--- src/rtl/sum_collector_if.sv ---
// Handshake bundle between the adder stage, the sum collector and its consumer.
interface sum_collector_if #(
  parameter int DW = 3,
  parameter int AW = 5,
  parameter int CW = 3
);
  logic [DW-1:0] sum_in;
  logic          sum_valid;
  logic          sum_ready;
  logic          flush;
  logic [AW-1:0] total_out;
  logic [CW-1:0] count_out;
  logic          ovf_out;
  logic          total_valid;
  logic          total_ready;

  modport master (
    output sum_in, sum_valid, flush, total_ready,
    input  sum_ready, total_out, count_out, ovf_out, total_valid
  );

  modport slave (
    input  sum_in, sum_valid, flush, total_ready,
    output sum_ready, total_out, count_out, ovf_out, total_valid
  );
endinterface

--- src/rtl/sum_collector.sv ---
// Accumulates N sum beats (or a flushed partial group) into one total with
// beat count and sticky overflow, held on a valid/ready output until taken.
module sum_collector #(
  parameter int DW = 3,
  parameter int N  = 4,
  parameter int AW = 5,
  parameter int CW = 3
) (
  input  logic            iclk,
  input  logic            irst,
  sum_collector_if.slave  bus
);

  typedef enum logic {ACCUM, HOLD} state_t;

  state_t        state;
  logic [AW-1:0] acc;
  logic [CW-1:0] cnt;
  logic          ovf_acc;
  logic          accept;
  logic [AW:0]   sum_ext;
  logic [AW:0]   nxt;
  logic [CW-1:0] emit_cnt;

  assign bus.sum_ready = (state == ACCUM) && !irst;
  assign accept        = bus.sum_valid && bus.sum_ready;
  assign sum_ext       = {{(AW + 1 - DW){1'b0}}, bus.sum_in};

  always_comb begin
    nxt      = {1'b0, acc};
    emit_cnt = cnt;
    if (accept) begin
      nxt      = {1'b0, acc} + sum_ext;
      emit_cnt = cnt + CW'(1);
    end
  end

  always_ff @(posedge iclk or posedge irst) begin
    if (irst) begin
      state           <= ACCUM;
      acc             <= '0;
      cnt             <= '0;
      ovf_acc         <= 1'b0;
      bus.total_out   <= '0;
      bus.count_out   <= '0;
      bus.ovf_out     <= 1'b0;
      bus.total_valid <= 1'b0;
    end else begin
      case (state)
        ACCUM: begin
          // A completing beat and a flush share one emit path; emit_cnt
          // already includes any beat taken this cycle.
          if ((accept && cnt == CW'(N - 1)) || (bus.flush && (cnt != '0 || accept))) begin
            bus.total_out   <= nxt[AW-1:0];
            bus.count_out   <= emit_cnt;
            bus.ovf_out     <= ovf_acc | nxt[AW];
            bus.total_valid <= 1'b1;
            acc             <= '0;
            cnt             <= '0;
            ovf_acc         <= 1'b0;
            state           <= HOLD;
          end else if (accept) begin
            acc     <= nxt[AW-1:0];
            cnt     <= emit_cnt;
            ovf_acc <= ovf_acc | nxt[AW];
          end
        end
        HOLD: begin
          if (bus.total_ready) begin
            bus.total_valid <= 1'b0;
            state           <= ACCUM;
          end
        end
        default: state <= ACCUM;
      endcase
    end
  end

endmodule

--- src/flat_wrapper.sv ---
// flat-port wrapper written by rule: the top's interface ports become plain ports
module sum_collector_flat 
#(
  parameter int DW = 3,
  parameter int N  = 4,
  parameter int AW = 5,
  parameter int CW = 3
)
  (iclk, irst, bus_sum_in, bus_sum_valid, bus_flush, bus_total_ready, bus_sum_ready, bus_total_out, bus_count_out, bus_ovf_out, bus_total_valid);
  sum_collector_if #(.DW(DW), .AW(AW), .CW(CW)) bus_i ();
  input  logic iclk;
  input  logic irst;
  input wire logic [$bits(bus_i.sum_in)-1:0] bus_sum_in;
  input wire logic [$bits(bus_i.sum_valid)-1:0] bus_sum_valid;
  input wire logic [$bits(bus_i.flush)-1:0] bus_flush;
  input wire logic [$bits(bus_i.total_ready)-1:0] bus_total_ready;
  output wire logic [$bits(bus_i.sum_ready)-1:0] bus_sum_ready;
  output wire logic [$bits(bus_i.total_out)-1:0] bus_total_out;
  output wire logic [$bits(bus_i.count_out)-1:0] bus_count_out;
  output wire logic [$bits(bus_i.ovf_out)-1:0] bus_ovf_out;
  output wire logic [$bits(bus_i.total_valid)-1:0] bus_total_valid;
  assign bus_i.sum_in = bus_sum_in;
  assign bus_i.sum_valid = bus_sum_valid;
  assign bus_i.flush = bus_flush;
  assign bus_i.total_ready = bus_total_ready;
  assign bus_sum_ready = bus_i.sum_ready;
  assign bus_total_out = bus_i.total_out;
  assign bus_count_out = bus_i.count_out;
  assign bus_ovf_out = bus_i.ovf_out;
  assign bus_total_valid = bus_i.total_valid;
  sum_collector #(.DW(DW), .N(N), .AW(AW), .CW(CW)) u_core (.iclk(iclk), .irst(irst), .bus(bus_i));
endmodule
--- config.mk ---
export PLATFORM = sky130hd
export DESIGN_NAME = sum_collector_flat
export DESIGN_NICKNAME = d
export VERILOG_FILES = /design/src/rtl/sum_collector_if.sv /design/src/rtl/sum_collector.sv /design/src/flat_wrapper.sv
export SDC_FILE = /design/constraint.sdc
export NUM_CORES = 1
export LEC_CHECK = 0
export CAP_MARGIN = 20
export CORE_ASPECT_RATIO = 0.9
export CORE_MARGIN = 5
export CORE_UTILIZATION = 58
export CTS_BUF_LIST = sky130_fd_sc_hd__clkbuf_2 sky130_fd_sc_hd__clkbuf_4 sky130_fd_sc_hd__clkbuf_8
export CTS_CLUSTER_SIZE = 12
export DETAILED_ROUTE_END_ITERATION = 8
export PLACE_DENSITY = 0.95
export SKIP_CTS_REPAIR_TIMING = 1
export SLEW_MARGIN = 20
export SYNTH_ARGS = -nofsm -noshare
export SYNTH_HDL_FRONTEND = slang
export SYNTH_SLANG_ARGS = --single-unit
--- constraint.sdc ---
create_clock -name iclk -period 4.8 [get_ports iclk]
set_input_delay 1.2 -clock iclk [delete_from_list [all_inputs] [get_ports iclk]]
set_output_delay 1.2 -clock iclk [all_outputs]
set_load 0.005 [all_outputs]
# [Word level (Yosys, flattened, before mapping)]
# Cells that the tools add are included.
[word_totals] ff_bits=20 input_bits=8 out_inout_bits=11 elab_cells=41
[op_classes] n_addsub=2 eq_ne=3 n_mux=14 bitwise=2 reduce_logical=12
[ops] cell="2-to-1 mux 5 bit" count=2
[ops] cell="2-to-1 mux 3 bit" count=3
[ops] cell="adder 5 x 3 -> 6 bit" count=1
[ops] cell="2-to-1 mux 1 bit" count=6
[ops] cell="2-to-1 mux 6 bit" count=1
[ops] cell="AND reduction 2 bit" count=3
[ops] cell="logical AND 1 bit" count=4
[ops] cell="inequality test 2 bit (second input constant)" count=2
[ops] cell="case mux 1 bit (2 select lines)" count=2
[ops] cell="adder 3 x 1 -> 3 bit (second input constant)" count=1
[ops] cell="== test 3 x 2 -> 1 bit (second input constant)" count=1
[ops] cell="nonzero test 3 bit" count=1
[ops] cell="logical OR 1 bit" count=2
[ops] cell="nonzero test 2 bit" count=1
[ops] cell="logical NOT 1 bit" count=1
[ops] cell="inverter 1 bit" count=1
[ops] cell="OR 1 bit" count=1

# [Longest topological paths before layout]
# Gate-level depths: netlist of the first run.
[depth] depth_word=8 mapped_depth=7

# [Worst setup path before layout of the first run]
# OpenSTA, ideal clock, no wires.
[synth_timing] path_kind="input port to output port" start="input port irst" end="output port bus_sum_ready" t_arrival_ns=1.295 required_ns=3.600 slack_ns=2.305 cell_stages=1 n_path_buf=0 path_cell_list="nor2_1"
[synth_between] elab_chain_cells=2
[synth_rtl] item="start, declared" line_no="flat_wrapper.sv:12" source="input logic irst;"
[synth_rtl] item="logical NOT 1 bit" line_no="sum_collector.sv:25" source="assign bus.sum_ready = (state == ACCUM) && !irst;"
[synth_rtl] item="logical AND 1 bit" line_no="sum_collector.sv:25"
[synth_rtl] item="end, declared" line_no="flat_wrapper.sv:17" source="output wire logic [$bits(bus_i.sum_ready)-1:0] bus_sum_ready;"
# No other way between the ends.

# [Final worst setup path of the first run]
# Ends and elaborated chain as after synthesis.

==> reports/results.ini, run 1 <==
[final_layout]
final_net_count=140
post-route-cell-area_um2=1310
final_cell_mix=dfrtp_1 (20), clkdlybuf4s50_1 (18), o21ai_0 (13)
antenna_cells=0
multiInputGateArea_um2=527
final_cells=148
nFillCells=129
drive_above_1_share_pct=9.68
seq_area_um2=500
layout_commonest_cell=dfrtp_1
area_growth_pct=21.8

[timing]
rsz0062_at_grt=no
clock.fmax_mhz=281
fin_crit_ns=3.56
finalHoldViolations=0
maxSlewViolCount=0
setup_tns_ns=0
setup_ws_ns=1.24
tightest_slew_ns=0.788
post-route-period-util_pct=74.1
clock-skew-final_ns=0.00408
timing.slew.headroom_pct=47.4
setup_viol=0

[worst_setup_path]
worstSetupPathType=input pin to output port
required_ns=3.60
r2r_setup_slack_ns=2.75
cp_common_cell=clkdlybuf4s50_1
worst_setup_path_end_kind=output port
ff2ff_path_depth=5
cp-start-kind=input pin
path_cells=clkdlybuf4s50_1 -> nor2_1 -> clkdlybuf4s50_1
crit_fanout=5
timing.rr.start=u_core.cnt[0]$_DFFE_PP0P_
crit_slowest_cell=clkdlybuf4s50_1
rr_endpoint=u_core.bus.total_out[2]$_DFFE_PP0P_
crit_path_max_incr_delay_ns=0.52
arrival_ns=2.36

[global_route]
antenna_found_initial=0
grt_pass1_wl_mm=4.04
grt_pass1_vias=856
grt-ovfl-total=0
grt_max_degree=21
grt_usage_pct=18.3

[drt]
drtIter0Drc=18
ant_nets=0
vias=857
drc=0
avgRoutedWirePerCell_um=15.6
drt_pass1_iterations=4
via_per_inst=5.79
drt_wl_total_mm=2.31

[die]
dieArea_um2=2810
core_um2=1720
ioPinCount=19
fp.dieH_um=50.8
start_util_pct=62.5
rows=14
dieWidth_um=55.4

[placement]
place.gp.congestion=0.858
dp_hpwl_mm=1.69
numPortBuffers=18
place_ws_ns=1.26
dp_cells=144
place_area_um2=1270

[power_and_ir_drop]
ir_worst_vdd_mv=0.370
p_total_uw=654
leakage_nw=0.545
p_per_area_nw_per_um2=501

[clock_tree]
clock-sinks=20
cts_buffers=3
cts_root_buf=clkbuf_4
tritoncts=done
clkTransAtPathRegs_ns=0.11
clk_path_buf_depth=2
cts_htree_levels=1
clk-insertion-delay-late_ns=0.29

[logic_synthesis]
ys_seq_area_share_pct=46.6
yosysUniqueCellTypes=33
yosysTopAreaCell=dfrtp_1
syn_avg_cell_area_um2=10.3
syn_inst=104
synth_top_area_share_pct=46.6
synth_area_leaders=dfrtp_1 (47%), ha_1 (7.0%), o21ai_0 (6.1%)
synth_area_um2=1070
synth_warnings=0
synth_nets=119
synth-seq-cells=20

[worst_hold_path]
hold_start=u_core.bus.total_out[3]$_DFFE_PP0P_
min_to=u_core.bus.total_out[3]$_DFFE_PP0P_
hold_path_depth=2
hold_path_class=flip-flop to flip-flop

[run_status]
outcome=completed

[job]
maxCapViolCount=0

-- cells by family (layout without fill, tap and decap cells) --
group	count (synthesis)	after routing	share of synthesized area, %
compound gates	30	30	18.9
simple gates	29	29	15.0
flops	20	20	46.6
buf+inv	11	31	4.31
fa+ha+maj	7	7	8.86
xor+xnor	4	4	3.26
mux	3	3	3.03
-- state kept, by name, summed over array words and instances (netlist names) --
register / flops
u_core.bus.total_valid: 1
u_core.bus.total_out: 5
u_core.cnt: 3
u_core.bus.ovf_out: 1
u_core.ovf_acc: 1
u_core.state: 1
u_core.acc: 5
u_core.bus.count_out: 3
-- synthesized netlist by cell type (all sizes together) --
cell,instances
a21oi,7
a22o,1
a2bb2oi,2
a31o,1
a31oi,1
a32o,1
buf,2
dfrtp,20
fa,1
ha,6
inv,9
mux2,2
mux2i,1
nand2,11
nand2b,1
nand3,3
nor2,8
nor2b,1
nor3,1
nor3b,1
nor4bb,1
o211ai,1
o21ai,14
o221ai,1
o22ai,1
or3,1
or3b,1
xnor2,3
xor2,1
-- final cells by class --
type | count | share of cell area (%)
timing repair buffer | 18 | 13.8
inverter | 9 | 2.58
multi-input combinational | 73 | 40.3
clock buffer | 4 | 2.78
sequential | 20 | 38.3
tap | 24 | 2.30
-- per-stage QoR --
stage	hold WS, ns	utilization [%]
floorplan	0.451	-
global placement	0.461	74.1
detailed placement	0.478	74.1
CTS	0.504	76.2
global route	0.526	76.2
finish	0.495	76.2
-- power breakdown --
part           switching, mW  internal, mW  total (mW)
registers             0.0420         0.223       0.265
logic                  0.148         0.146       0.294
clock network         0.0498        0.0461      0.0959
-- how the worst max path moves through the flow --
stage	cells past startpoint	startpoint	slack, ns	endpoint
after global placement	3	irst	1.28	bus_sum_ready
after global routing	3	irst	1.16	bus_sum_ready
after floorplan	1	irst	2.30	bus_sum_ready
final	3	irst	1.24	bus_sum_ready
after detailed placement	3	irst	1.26	bus_sum_ready
after CTS	3	irst	1.26	bus_sum_ready
-- per-layer routing --
metal	up-vias	wire length (um)	share of wire (%)	GRT usage [%]
met5	-	0	0	0
met4	0	0	0	6.48
met3	0	142	6.1	4.53
met2	42	1210	52	32.1
met1	412	954	41	22.1
li1	403	-	-	-
-- critical path, delay by kind of cell --
family / cells / cell delay (ns)
buffers and inverters: 2 / 1.02
and+or+nand+nor: 1 / 0.13
Note: power is estimated with default switching activity, not from simulation.
==> run 2, diff against run 1 <==
- CORE_UTILIZATION: 58 -> 48
- PLACE_DENSITY: 0.95 -> 0.85
- clock period: 4.8 -> 3.2 ns (I/O delays scaled with it)
==> run 2 against run 1 <==
Net effect:
- die area grew 17%
- wire length shrank 5.2%
- sequential power grew 50%
- global-route usage shrank 2.2 points
- sequential share of layout area shrank 0.79 points
- critical path depth is the same
- non-clock buffer count grew 1
- hold slack lost 0.0042 ns
- utilization shrank 14 points
- cell count grew 2.7%
- via count shrank 4.3%
- clock skew grew 0.012 ns
- largest power group unchanged
- highest routed layer unchanged
==> reports/results.ini, run 2 (same netlist as run 1, synthesis figures left out) <==
[worst_setup_path]
worstSetupPathType=input pin to output port  ; unchanged
r2r_setup_slack_ns=1.14  ; was 2.75 ns
path_cells=clkdlybuf4s50_1 -> nor2_1 -> clkdlybuf4s50_1  ; unchanged
worst_setup_path_end_kind=output port  ; unchanged
timing.rr.start=u_core.cnt[0]$_DFFE_PP0P_  ; unchanged
cp-start-kind=input pin  ; unchanged
crit_slowest_cell=clkdlybuf4s50_1  ; unchanged
cp_common_cell=clkdlybuf4s50_1  ; unchanged
crit_path_max_incr_delay_ns=0.52  ; about the same
crit_fanout=5  ; unchanged
critPathTopFamily=buffers and inverters  ; unchanged
ff2ff_path_depth=5  ; unchanged
cp_num_buf_inv=2  ; unchanged
rr_endpoint=u_core.state$_DFF_PP0_  ; was u_core.bus.total_out[2]$_DFFE_PP0P_
arrival_ns=1.95  ; was 2.36 ns
required_ns=2.40  ; was 3.60 ns

[final_layout]
final_cell_mix=dfrtp_1 (20), clkdlybuf4s50_1 (18), o21ai_0 (13)  ; unchanged
area_growth_pct=24.4  ; was 21.8%
antenna_cells=0  ; unchanged
layout_commonest_cell=dfrtp_1  ; unchanged
seq_area_um2=500  ; unchanged
final_net_count=141  ; was 140
nFillCells=186  ; was 129
top_regs=u_core.acc x5, u_core.bus.total_out x5  ; unchanged
multiInputGateArea_um2=527  ; unchanged
drive_above_1_share_pct=10.4  ; was 9.68%

[power_and_ir_drop]
leakage_nw=0.558  ; was 0.545 nW
p_total_mw=1.04  ; was 654 uW
p_per_area_nw_per_um2=777  ; was 501 nW/um^2
ir_worst_vdd_mv=0.597  ; was 0.370 mV

[drt]
via_per_inst=5.39  ; was 5.79
drtIter0Drc=15  ; was 18
drt_wl_total_mm=2.19  ; was 2.31 mm
vias=820  ; was 857
avgRoutedWirePerCell_um=14.4  ; was 15.6 um
drt_pass1_iterations=4  ; unchanged
drc=0  ; unchanged
ant_nets=0  ; unchanged

[die]
fp.dieH_um=54.9  ; was 50.8 um
dieWidth_um=59.9  ; was 55.4 um
ioPinCount=19  ; unchanged
core_um2=2160  ; was 1720 um^2
start_util_pct=49.7  ; was 62.5%
dieArea_um2=3280  ; was 2810 um^2
rows=16  ; was 14

[timing]
setup_tns_ns=0  ; unchanged
finalHoldViolations=0  ; unchanged
clock-skew-final_ns=0.0164  ; was 0.00408 ns
tightest_slew_ns=0.781  ; was 0.788 ns
timing.slew.headroom_pct=48.0  ; was 47.4%
fin_crit_ns=2.75
clock.fmax_mhz=364
setup_viol=0  ; unchanged
post-route-period-util_pct=86.0
rsz0062_at_grt=no  ; unchanged
maxSlewViolCount=0  ; unchanged
setup_ws_ns=0.449  ; was 1.24 ns

[worst_hold_path]
min_to=u_core.bus.total_out[2]$_DFFE_PP0P_  ; was u_core.bus.total_out[3]$_DFFE_PP0P_
hold_start=u_core.bus.total_out[2]$_DFFE_PP0P_  ; was u_core.bus.total_out[3]$_DFFE_PP0P_
hold_path_depth=2  ; unchanged
hold_path_class=flip-flop to flip-flop  ; unchanged

[global_route]
grt_pass1_vias=893  ; was 856
grt-ovfl-total=0  ; unchanged
grt_pass1_wl_mm=3.81  ; was 4.04 mm
antenna_found_initial=0  ; unchanged
grt_usage_pct=16.1  ; was 18.3%
grt_max_degree=21  ; unchanged

[clock_tree]
cts_buffers=3  ; unchanged
tritoncts=done  ; unchanged
clock-sinks=20  ; unchanged
clk-insertion-delay-late_ns=0.30  ; was 0.29 ns
cts_root_buf=clkbuf_4  ; unchanged
cts_htree_levels=1  ; unchanged
clkTransAtPathRegs_ns=0.10  ; was 0.11 ns
clk_path_buf_depth=2  ; unchanged

[placement]
place_ws_ns=0.448  ; was 1.26 ns
numPortBuffers=18  ; unchanged
place.gp.congestion=0.876  ; was 0.858
dp_hpwl_mm=1.68  ; was 1.69 mm

[job]
maxCapViolCount=0  ; unchanged

[run_status]
outcome=completed  ; unchanged

run 2: changes by cell type in the layout (fill, tap and decap cells not counted):
cell       before  now
buf_4           0    1
clkbuf_8        1    0
bufinv_16       0    1
run 2: worst max path at each step:
stage                   from                         to  slack, ns  cells after the start
4_1_cts                 irst              bus_sum_ready       0.45                      3
3_5_place_dp            irst              bus_sum_ready       0.45                      3
5_1_grt                 irst              bus_sum_ready       0.41                      3
2_1_floorplan  bus_sum_in[0]  u_core.acc[4]$_DFFE_PP0P_       1.12                      7
3_3_place_gp            irst              bus_sum_ready       0.48                      3
6_report                irst              bus_sum_ready       0.45                      3
run 2: area by class of cell:
cell class	instances	share of cell area [%]
multi-input cells	73	39.5
clock inverters	1	2.25
clock buffers	3	1.69
inverters	9	2.53
well taps	27	2.53
repair buffers	19	14.1
flip-flops and latches	20	37.5
run 2: routing by layer:
metal  wire [um]  vias up  GRT usage, %
li1            -      407             -
met1         992      394          17.4
met2        1110       19          29.5
met3          82        0          5.19
met4           0        0          5.54
met5           0        -             0
run 2: power breakdown:
group | switching, mW | leakage (nW) | total [mW] | internal [mW]
registers | 0.0628 | 0.267 | 0.397 | 0.334
clock network | 0.0765 | 0.0279 | 0.203 | 0.127
logic | 0.216 | 0.263 | 0.438 | 0.222
run 2: per-stage QoR:
step	hold WS (ns)	util, %	instances	instance area [um^2]
6_report	0.491	61.7	152	1340
5_1_grt	0.528	61.7	152	1340
4_1_cts	0.500	61.7	152	1340
3_5_place_dp	0.474	59.3	148	1280
3_3_place_gp	0.461	59.3	148	1280
2_1_floorplan	0.451	-	104	1070
run 2: tightest hold or removal path, stage by stage, from the launching register on:
cell and delay, ns:
dfrtp_1 0.35, nand2_1 0.04, o21ai_0 0.06
==> run 3, diff against run 2 <==
- ABC_AREA: default -> 1
- CORE_UTILIZATION: 48 -> 58
- PLACE_DENSITY: 0.85 -> 0.94
- clock period: 3.2 -> 3.55 ns (I/O delays scaled with it)
==> run 3 against run 2 <==
Net effect:
- sequential share of layout area up 0.35 points
- clock skew down 0.013 ns
- clock-buffer cell count unchanged
- sequential power down 12%
- first-iteration DRC count up 6.7%
- area after synthesis up 2.8%
- register-to-register slack better by 0.71 ns
- die area down 12%
- flip-flop and latch count unchanged
- critical endpoint unchanged
- largest cell class unchanged
==> reports/results.ini, run 3 <==
[power_and_ir_drop]
leakage_nw=0.696  ; was 0.558 nW
clockPowerShare_pct=12.5  ; was 19.6%
p_per_area_nw_per_um2=626  ; was 777 nW/um^2
power_frac_seq_pct=42.0  ; was 38.2%
p_int_uw=506  ; was 683 uW
swShare_pct=38.9  ; was 34.2%
switching_power_uw=323  ; was 355 uW
comb_power_share_pct=45.5  ; was 42.2%
ir_worst_vdd_mv=0.426  ; was 0.597 mV

[worst_setup_path]
rr_endpoint=u_core.acc[4]$_DFFE_PP0P_  ; was u_core.state$_DFF_PP0_
ff2ff_path_depth=10  ; was 5
arrival_ns=1.97  ; was 1.95 ns
crit_path_end=bus_sum_ready  ; unchanged
timing.rr.start=u_core.acc[0]$_DFFE_PP0P_  ; was u_core.cnt[0]$_DFFE_PP0P_
worstSetupPathType=input pin to output port  ; unchanged
worst_setup_path_end_kind=output port  ; unchanged
cp-start-kind=input pin  ; unchanged
r2r_setup_slack_ns=1.85  ; was 1.14 ns
crit_fanout=2  ; was 5
crit_start=irst  ; unchanged
required_ns=2.66  ; was 2.40 ns

[logic_synthesis]
yosysTopAreaCell=dfrtp_1  ; unchanged
synth_nets=152  ; was 119
synth_top_area_share_pct=45.4  ; was 46.6%
synth-seq-cells=20  ; unchanged
synth-simple-area-share_pct=31.0  ; was 15.0%
syn_avg_cell_area_um2=8.06  ; was 10.3 um^2
async_flop_share_pct=100  ; unchanged
synth_xor_area_share_pct=0.794  ; was 3.26%
synth-main-ff-cell=dfrtp_1  ; unchanged
synthTopCellsByCount=nand2_1 (57), dfrtp_1 (20), inv_1 (18)  ; was dfrtp_1 (20), o21ai_0 (13), nand2_1 (11)
yosysMostFrequentCell=nand2_1  ; was dfrtp_1
synth_top_family_by_area=simple AND/OR/NAND/NOR gates  ; was compound AO/OA/AOI/OAI gates
synth_warnings=0  ; unchanged
synth-compound-area-share_pct=5.22  ; was 18.9%
synth_fa_ha_area_share_pct=8.62  ; was 8.86%
syn_inst=137  ; was 104
yosysUniqueCellTypes=19  ; was 33
ys_seq_area_share_pct=45.4  ; was 46.6%
synth_mux_area_share_pct=0  ; was 3.03%
synth_area_um2=1100  ; was 1070 um^2
synth_edf_count=0  ; unchanged
synth_area_leaders=dfrtp_1 (45%), nand2_1 (19%), ha_1 (6.8%)  ; was dfrtp_1 (47%), ha_1 (7.0%), o21ai_0 (6.1%)

[timing]
whs_ns=0.486  ; was 0.491 ns
post-route-period-util_pct=80.5
timing.slew.headroom_pct=81.7  ; was 48.0%
setup_ws_ns=0.691  ; was 0.449 ns
tightest_slew_ns=0.273  ; was 0.781 ns
maxSlewViolCount=0  ; unchanged
finalHoldViolations=0  ; unchanged
clock.fmax_mhz=350
setup_tns_ns=0  ; unchanged
fin_crit_ns=2.86
clock-skew-final_ns=0.00309  ; was 0.0164 ns
setup_viol=0  ; unchanged
rsz0062_at_grt=no  ; unchanged

[clock_tree]
clk_path_buf_depth=2  ; unchanged
cts_htree_levels=1  ; unchanged
clkTransAtPathRegs_ns=0.10  ; about the same
cts_root_buf=clkbuf_4  ; unchanged
tritoncts=done  ; unchanged
clock-sinks=20  ; unchanged
clk-insertion-delay-late_ns=0.30  ; about the same
cts_buffers=3  ; unchanged

[final_layout]
area_growth_pct=19.8  ; was 24.4%
final_net_count=174  ; was 141
top_regs=u_core.acc x5, u_core.bus.total_out x5  ; unchanged
drive_above_1_share_pct=8.92  ; was 10.4%
nFillCells=141  ; was 186
final_cell_mix=nand2_1 (57), dfrtp_1 (20), inv_1 (18), clkdlybuf4s50_1 (18), nand3_1 (11)  ; was dfrtp_1 (20), clkdlybuf4s50_1 (18), o21ai_0 (13)
layout_commonest_cell=nand2_1  ; was dfrtp_1
final_cells=182  ; was 152
post-route-cell-area_um2=1320  ; was 1340 um^2
antenna_cells=0  ; unchanged

[global_route]
grt-ovfl-total=0  ; unchanged
grt_max_degree=22  ; was 21
antenna_found_initial=0  ; unchanged
grt_usage_pct=19.3  ; was 16.1%
grt_pass1_wl_mm=4.20  ; was 3.81 mm
grt_pass1_vias=980  ; was 893

[drt]
vias=936  ; was 820
drt_pass1_iterations=4  ; unchanged
drc=0  ; unchanged
ant_nets=0  ; unchanged
drtIter0Drc=16  ; was 15
drt_wl_total_mm=2.26  ; was 2.19 mm
avgRoutedWirePerCell_um=12.4  ; was 14.4 um
via_per_inst=5.14  ; was 5.39

[die]
fp.dieH_um=51.4  ; was 54.9 um
ioPinCount=19  ; unchanged
rows=15  ; was 16
dieArea_um2=2880  ; was 3280 um^2
start_util_pct=59.4  ; was 49.7%
core_um2=1860  ; was 2160 um^2
dieWidth_um=56.0  ; was 59.9 um

[placement]
place_ws_ns=0.692  ; was 0.448 ns
place_area_um2=1300  ; was 1280 um^2
place.gp.congestion=0.832  ; was 0.876
dp_cells=179  ; was 148
numPortBuffers=18  ; unchanged
dp_hpwl_mm=1.83  ; was 1.68 mm

[run_status]
outcome=completed  ; unchanged

[job]
maxCapViolCount=0  ; unchanged

[worst_hold_path]
hold_path_class=flip-flop to flip-flop  ; unchanged

-- run 3: routing by layer --
layer	up-vias	routed length (um)	global-route usage, %
li1	462	-	-
met1	434	953	22.0
met2	30	1110	32.1
met3	10	90	3.79
met4	0	104	15.0
met5	-	0	0
-- run 3: kinds of logic (layout without fill, tap and decap cells) --
| family | Yosys count | count (layout) |
|---|---|---|
| DFF | 20 | 20 |
| adders and majority gates | 7 | 7 |
| buffers and inverters | 22 | 42 |
| AOI/OAI and AO/OA | 10 | 10 |
| xor gates and xnor gates | 1 | 1 |
| and+or+nand+nor | 77 | 77 |
-- run 3: how the worst min path moves through the flow --
stage / start / end / slack, ns / cells past startpoint
CTS: u_core.bus.ovf_out$_DFFE_PP0P_ / u_core.bus.ovf_out$_DFFE_PP0P_ / 0.49 / 2
floorplan: u_core.ovf_acc$_DFFE_PP0P_ / u_core.ovf_acc$_DFFE_PP0P_ / 0.45 / 2
global placement: u_core.bus.total_out[0]$_DFFE_PP0P_ / u_core.bus.total_out[0]$_DFFE_PP0P_ / 0.46 / 2
finish: u_core.bus.ovf_out$_DFFE_PP0P_ / u_core.bus.ovf_out$_DFFE_PP0P_ / 0.49 / 2
detailed placement: u_core.bus.ovf_out$_DFFE_PP0P_ / u_core.bus.ovf_out$_DFFE_PP0P_ / 0.47 / 2
global route: u_core.bus.total_out[2]$_DFFE_PP0P_ / u_core.bus.total_out[2]$_DFFE_PP0P_ / 0.52 / 2
-- run 3: through the flow --
step	power, mW	util [%]
floorplan	0.588	-
finish	0.828	71.2
global route	0.901	71.2
detailed placement	0.731	70.0
CTS	0.836	71.2
global placement	0.706	70.0
-- run 3: power by group through the flow --
stage / combinational (mW) / clock [mW] / sequential [mW]
6_report: 0.377 / 0.103 / 0.348
4_1_cts: 0.382 / 0.106 / 0.347
3_5_place_dp: 0.378 / 0 / 0.352
2_1_floorplan: 0.243 / 0 / 0.345
5_1_grt: 0.426 / 0.118 / 0.358
3_3_place_gp: 0.361 / 0 / 0.345
-- run 3: cell type report --
| cell class | instances | area (um^2) | area share [%] |
|---|---|---|---|
| clock buffer | 3 | 22.5 | 1.70 |
| multi-input combinational | 95 | 503 | 38.0 |
| sequential | 20 | 500 | 37.8 |
| tap | 25 | 31.3 | 2.37 |
| timing repair buffer | 19 | 188 | 14.2 |
| inverter | 20 | 77.6 | 5.87 |
-- run 3: worst max-delay path, cell delays in order --
cell             delay (ns)
clkdlybuf4s50_1        0.46
nor2_4                 0.12
clkdlybuf4s50_1        0.51
